--- src/rtl/pc_redirect_unit.sv ---
// Fetch PC owner: drives imem requests, applies EX redirects, buffers redirects during stalled requests, traps misaligned targets.
// Optional redirect counter output enabled by defining PC_REDIRECT_CNT_EN.
module pc_redirect_unit #(
    parameter logic [31:0] RESET_PC     = 32'h0000_0000,
    parameter logic [31:0] TRAP_VEC     = 32'h0000_0100,
    parameter int unsigned FLUSH_CYCLES = 2
) (
    input  logic        clk,
    input  logic        rst,
    input  logic        stall,
    input  logic        ex_valid,
    input  logic        is_branch,
    input  logic        is_jal,
    input  logic        is_jalr,
    input  logic        branch_taken,
    input  logic [31:0] branch_target,
    input  logic [31:0] jal_target,
    input  logic [31:0] jalr_target,
    input  logic        imem_req_ready,
    output logic        imem_req_valid,
    output logic [31:0] pc,
    output logic        flush_if_id,
    output logic        flush_id_ex,
    output logic        misalign_exc,
    output logic [31:0] misalign_addr
`ifdef PC_REDIRECT_CNT_EN
    ,
    output logic [31:0] redirect_count
`endif
);

    localparam int unsigned CNT_W = 3;

    typedef enum logic [1:0] {
        BOOT = 2'd0,
        RUN  = 2'd1,
        PEND = 2'd2
    } state_t;

    state_t             state_q, state_d;
    logic [31:0]        pc_d;
    logic [31:0]        pend_q, pend_d;
    logic [CNT_W-1:0]   fcnt_q, fcnt_d;
    logic               exit_q, exit_d;
    logic               exc_d;
    logic [31:0]        addr_d;

    logic               redirect_req;
    logic               redirect_acc;
    logic               transfer;
    logic               misaligned;
    logic [31:0]        sel_target;
    logic [31:0]        eff_target;

    assign imem_req_valid = (state_q != BOOT) && !stall;
    assign transfer       = imem_req_valid && imem_req_ready;
    assign redirect_req   = ex_valid && (is_jalr || is_jal || (is_branch && branch_taken));
    // Redirects are only taken in RUN and not while a previous flush window is open
    assign redirect_acc   = redirect_req && (state_q == RUN) && (fcnt_q == '0);
    assign sel_target     = is_jalr ? jalr_target : (is_jal ? jal_target : branch_target);
    assign misaligned     = (sel_target[1:0] != 2'b00);
    assign eff_target     = misaligned ? TRAP_VEC : sel_target;

    assign flush_id_ex    = redirect_acc || (fcnt_q != '0);
    assign flush_if_id    = flush_id_ex || (state_q == PEND) || exit_q;

    // Next-state, PC and trap bookkeeping
    always_comb begin
        state_d = state_q;
        pc_d    = pc;
        pend_d  = pend_q;
        fcnt_d  = (fcnt_q != '0) ? fcnt_q - CNT_W'(1) : '0;
        exit_d  = 1'b0;
        exc_d   = 1'b0;
        addr_d  = misalign_addr;

        if (redirect_acc) begin
            fcnt_d = CNT_W'(FLUSH_CYCLES - 1);
            if (misaligned) begin
                exc_d  = 1'b1;
                addr_d = sel_target;
            end
        end

        case (state_q)
            BOOT: state_d = RUN;
            RUN: begin
                if (redirect_acc) begin
                    if (imem_req_valid && !imem_req_ready) begin
                        pend_d  = eff_target;
                        state_d = PEND;
                    end else begin
                        pc_d = eff_target;
                    end
                end else if (transfer) begin
                    pc_d = pc + 32'd4;
                end
            end
            PEND: begin
                if (transfer) begin
                    pc_d    = pend_q;
                    state_d = RUN;
                    exit_d  = 1'b1;
                end
            end
            default: state_d = BOOT;
        endcase
    end

    always_ff @(posedge clk) begin
        if (rst) begin
            state_q       <= BOOT;
            pc            <= RESET_PC;
            pend_q        <= '0;
            fcnt_q        <= '0;
            exit_q        <= 1'b0;
            misalign_exc  <= 1'b0;
            misalign_addr <= '0;
        end else begin
            state_q       <= state_d;
            pc            <= pc_d;
            pend_q        <= pend_d;
            fcnt_q        <= fcnt_d;
            exit_q        <= exit_d;
            misalign_exc  <= exc_d;
            misalign_addr <= addr_d;
        end
    end

`ifdef PC_REDIRECT_CNT_EN
    // Saturating count of accepted redirects
    always_ff @(posedge clk) begin
        if (rst) begin
            redirect_count <= '0;
        end else if (redirect_acc && (redirect_count != 32'hFFFF_FFFF)) begin
            redirect_count <= redirect_count + 32'd1;
        end
    end
`endif

endmodule

--- config.mk ---
export PLATFORM = sky130hd
export DESIGN_NAME = pc_redirect_unit
export DESIGN_NICKNAME = d
export VERILOG_FILES = /design/src/rtl/pc_redirect_unit.sv
export SDC_FILE = /design/constraint.sdc
export NUM_CORES = 1
export LEC_CHECK = 0
export CAP_MARGIN = 10
export CORE_ASPECT_RATIO = 1.25
export CORE_MARGIN = 2
export CORE_UTILIZATION = 50
export DETAILED_ROUTE_END_ITERATION = 8
export DONT_BUFFER_PORTS = 1
export PLACE_DENSITY = 0.71
export RECOVER_POWER = 50
export SYNTH_ARGS = -nofsm -noshare
export SYNTH_HDL_FRONTEND = slang
export SYNTH_SLANG_ARGS = --single-unit
--- constraint.sdc ---
create_clock -name clk -period 3.2 [get_ports clk]
set_input_delay 0.96 -clock clk [delete_from_list [all_inputs] [get_ports clk]]
set_output_delay 0.96 -clock clk [all_outputs]
set_load 0.01 [all_outputs]
==> impl_metrics.json <==
{
  "track_usage": 0.299,
  "die_h_um": 123,
  "fin_crit_sh": 0.873,
  "synth-seq-area-share": 0.363,
  "fin_area_mm2": 0.00612,
  "synth_commonest_cells": "nand2_1, dfxtp_1, a21oi_1",
  "dp_slack_ps": 455,
  "hold_violations": 0,
  "syn_area_mm2": 0.00567,
  "first_pass_iters": 6,
  "yosys.area.top_type_share": 0.363,
  "clk_pin_slew_ps": 70,
  "seq_power_share": 0.438,
  "syn_avg_cell_area_um2": 7.59,
  "cts_made_buffers": 9,
  "yosysWarnings": 0,
  "die_x_um": 99.3,
  "dp_hpwl_mm": 13.5,
  "swShare": 0.306,
  "worstSetupPathType": "input port to flip-flop",
  "io_buffer_count": 0,
  "routed_wl_mm": 18.6,
  "num_vias": 5831,
  "ios": 173,
  "p_switching_w": 0.000992,
  "cap_viol_max_count": 0,
  "synthArstFlopShare": 0,
  "nets": 835,
  "rsz0062_at_grt": "false",
  "num-fill-cells": 1028,
  "required_ps": 3440,
  "clockBufferDepth": 2,
  "crit_chain": "mux2i_1 -> o21ai_0 -> nor2_2 -> a31oi_1 -> o41ai_1",
  "worstMarginPinSlew_ps": 1140,
  "placed_area_mm2": 0.00582,
  "root_buffer": "clkbuf_16",
  "clock_sinks": 103,
  "grt_pass1_vias": 5320,
  "cpLargestDelayFamily": "simple AND/OR/NAND/NOR gates",
  "p_clk_frac": 0.376,
  "cp_num_buf_inv": 0,
  "status": "finished clean",
  "core_mm2": 0.0111,
  "fin_crit_ps": 2790,
  "yosysUniqueCellTypes": 64,
  "place.gp.congestion": 0.949,
  "fmax_mhz": 358,
  "hold_ws_ps": 448,
  "hold_path_class": "flip-flop to flip-flop",
  "postCtsSetupBuffers": 0,
  "cpPeakStageDelay_ps": 970,
  "grt_overflow_total": 0,
  "fin_skew_ps": 6.43,
  "power_density_mw_per_mm2": 530,
  "cts.htree.levels": 3,
  "hold_buffers": 0,
  "crit_fanout": 34,
  "grt_antenna_before_repair": 0,
  "dieArea_mm2": 0.0122,
  "grt_max_degree": 97,
  "layoutNonFillerInstCount": 864,
  "synthCells": 748,
  "grt_pass1_wl_mm": 28.8,
  "relSlewSlack": 0.239,
  "area_growth_pct": 7.87,
  "diodes": 0,
  "endpoint_kind": "flip-flop",
  "report.final.slew_viol_count": 0,
  "ys_ff_latch": 103,
  "synth_ff_type": "dfxtp_1",
  "crit_arrival_ps": 3030,
  "insertion_delay_ps": 350,
  "cts_tree": "done",
  "p_comb_frac": 0.186,
  "start_util": 0.512,
  "drt_iter0_drc": 690,
  "startpoint_type": "input port",
  "avgRoutedWirePerCell_um": 21.6,
  "slowest_stage": "nor2_2",
  "placedCellCount": 848,
  "drc": 0,
  "fin_ws_ps": 408,
  "syn_nets": 859,
  "power.leakage_nw": 2.08,
  "yosysMostFrequentCell": "nand2_1",
  "fp-row-count": 43,
  "cts_resized": 0,
  "vias_per_cell": 6.75,
  "cellInternalPower_w": 0.00225,
  "ant_nets": 0,
  "ir_drop_uv": 234,
  "yosysTopAreaCell": "dfxtp_1",
  "finalSetupViolCount": 0,
  "synth_edf_count": 0,
  "layout-drive-gt1-share": 0.0700,
  "setup_tns_ps": 0,
  "synthTopCellsByArea": "dfxtp_1, a21oi_1, o21ai_0"
}
-- tightest hold or removal path, stage by stage (launching register included) --
cell and delay [ps]:
dfxtp_1 310, nand2_1 50, a21oi_1 50
-- path summary, 6_finish.rpt --
kind                                  from    endpoint  slack (ps)  cells after the start
worst max-delay path                is_jal       pc[5]         410                      5
worst min-delay path            pend_q[15]  pend_q[15]         450                      2
worst max register to register  state_q[0]      pc[18]         420                      8
worst min register to register  pend_q[15]  pend_q[15]         450                      2
-- sequential cells by signal, indices dropped and copies added, names as in the netlist --
register	count
pc	32
misalign_addr	32
exit_q	1
fcnt_q	3
misalign_exc	1
pend_q	32
state_q	2
-- final cells by class --
class	count	area (um^2)	area share
multi-input combinational	565	3280	0.536
sequential	103	2060	0.337
clock buffer	9	225	0.0368
timing repair buffer	28	216	0.0354
tap	135	169	0.0276
clock inverter	7	103	0.0168
inverter	17	63.8	0.0104
-- power by group through the flow --
stage / Combinational, W / Sequential, W / Clock, W
2_1_floorplan: 0.000445 / 0.00143 / 0
3_3_place_gp: 0.000576 / 0.00145 / 0
3_5_place_dp: 0.000592 / 0.00145 / 0
4_1_cts: 0.000597 / 0.00142 / 0.00122
5_1_grt: 0.000659 / 0.00143 / 0.00127
6_report: 0.000604 / 0.00142 / 0.00122
-- logic make-up (layout without fill, tap and decap cells) --
kind of cell    after synthesis  after routing  synth area share
buf+inv                      80             61            0.0593
simple gates                266            266             0.226
mux                          38             38            0.0677
flops                       103            103             0.363
xor+xnor                      3              3           0.00463
fa+ha+maj                     6              6            0.0132
compound gates              252            252             0.265
-- per-stage QoR --
stage	util	total power [W]
floorplan	-	0.00187
global placement	0.525	0.00202
detailed placement	0.525	0.00204
CTS	0.554	0.00324
global route	0.552	0.00336
finish	0.552	0.00324
-- layout by cell type (no fill, tap or decap), drive strengths merged, types with 14 or more instances in the layout --
cell type  synthesis  final
inv               17     20
nand3             43     43
nor3              16     16
mux2i             35     35
nand2            114    114
clkbuf            51     14
buf               12     23
nor2              27     27
a21oi             90     90
dfxtp            103    103
o21ai             88     88
and3              14     14
-- metal layers --
layer / vias to the layer above / GRT usage / share of wire
met4: 0 / 0.100 / 0.023
li1: 2696 / - / -
met3: 40 / 0.0741 / 0.13
met2: 426 / 0.483 / 0.46
met1: 2669 / 0.394 / 0.39
met5: - / 0 / 0
No activity file was read; power rests on OpenSTA's default activity.
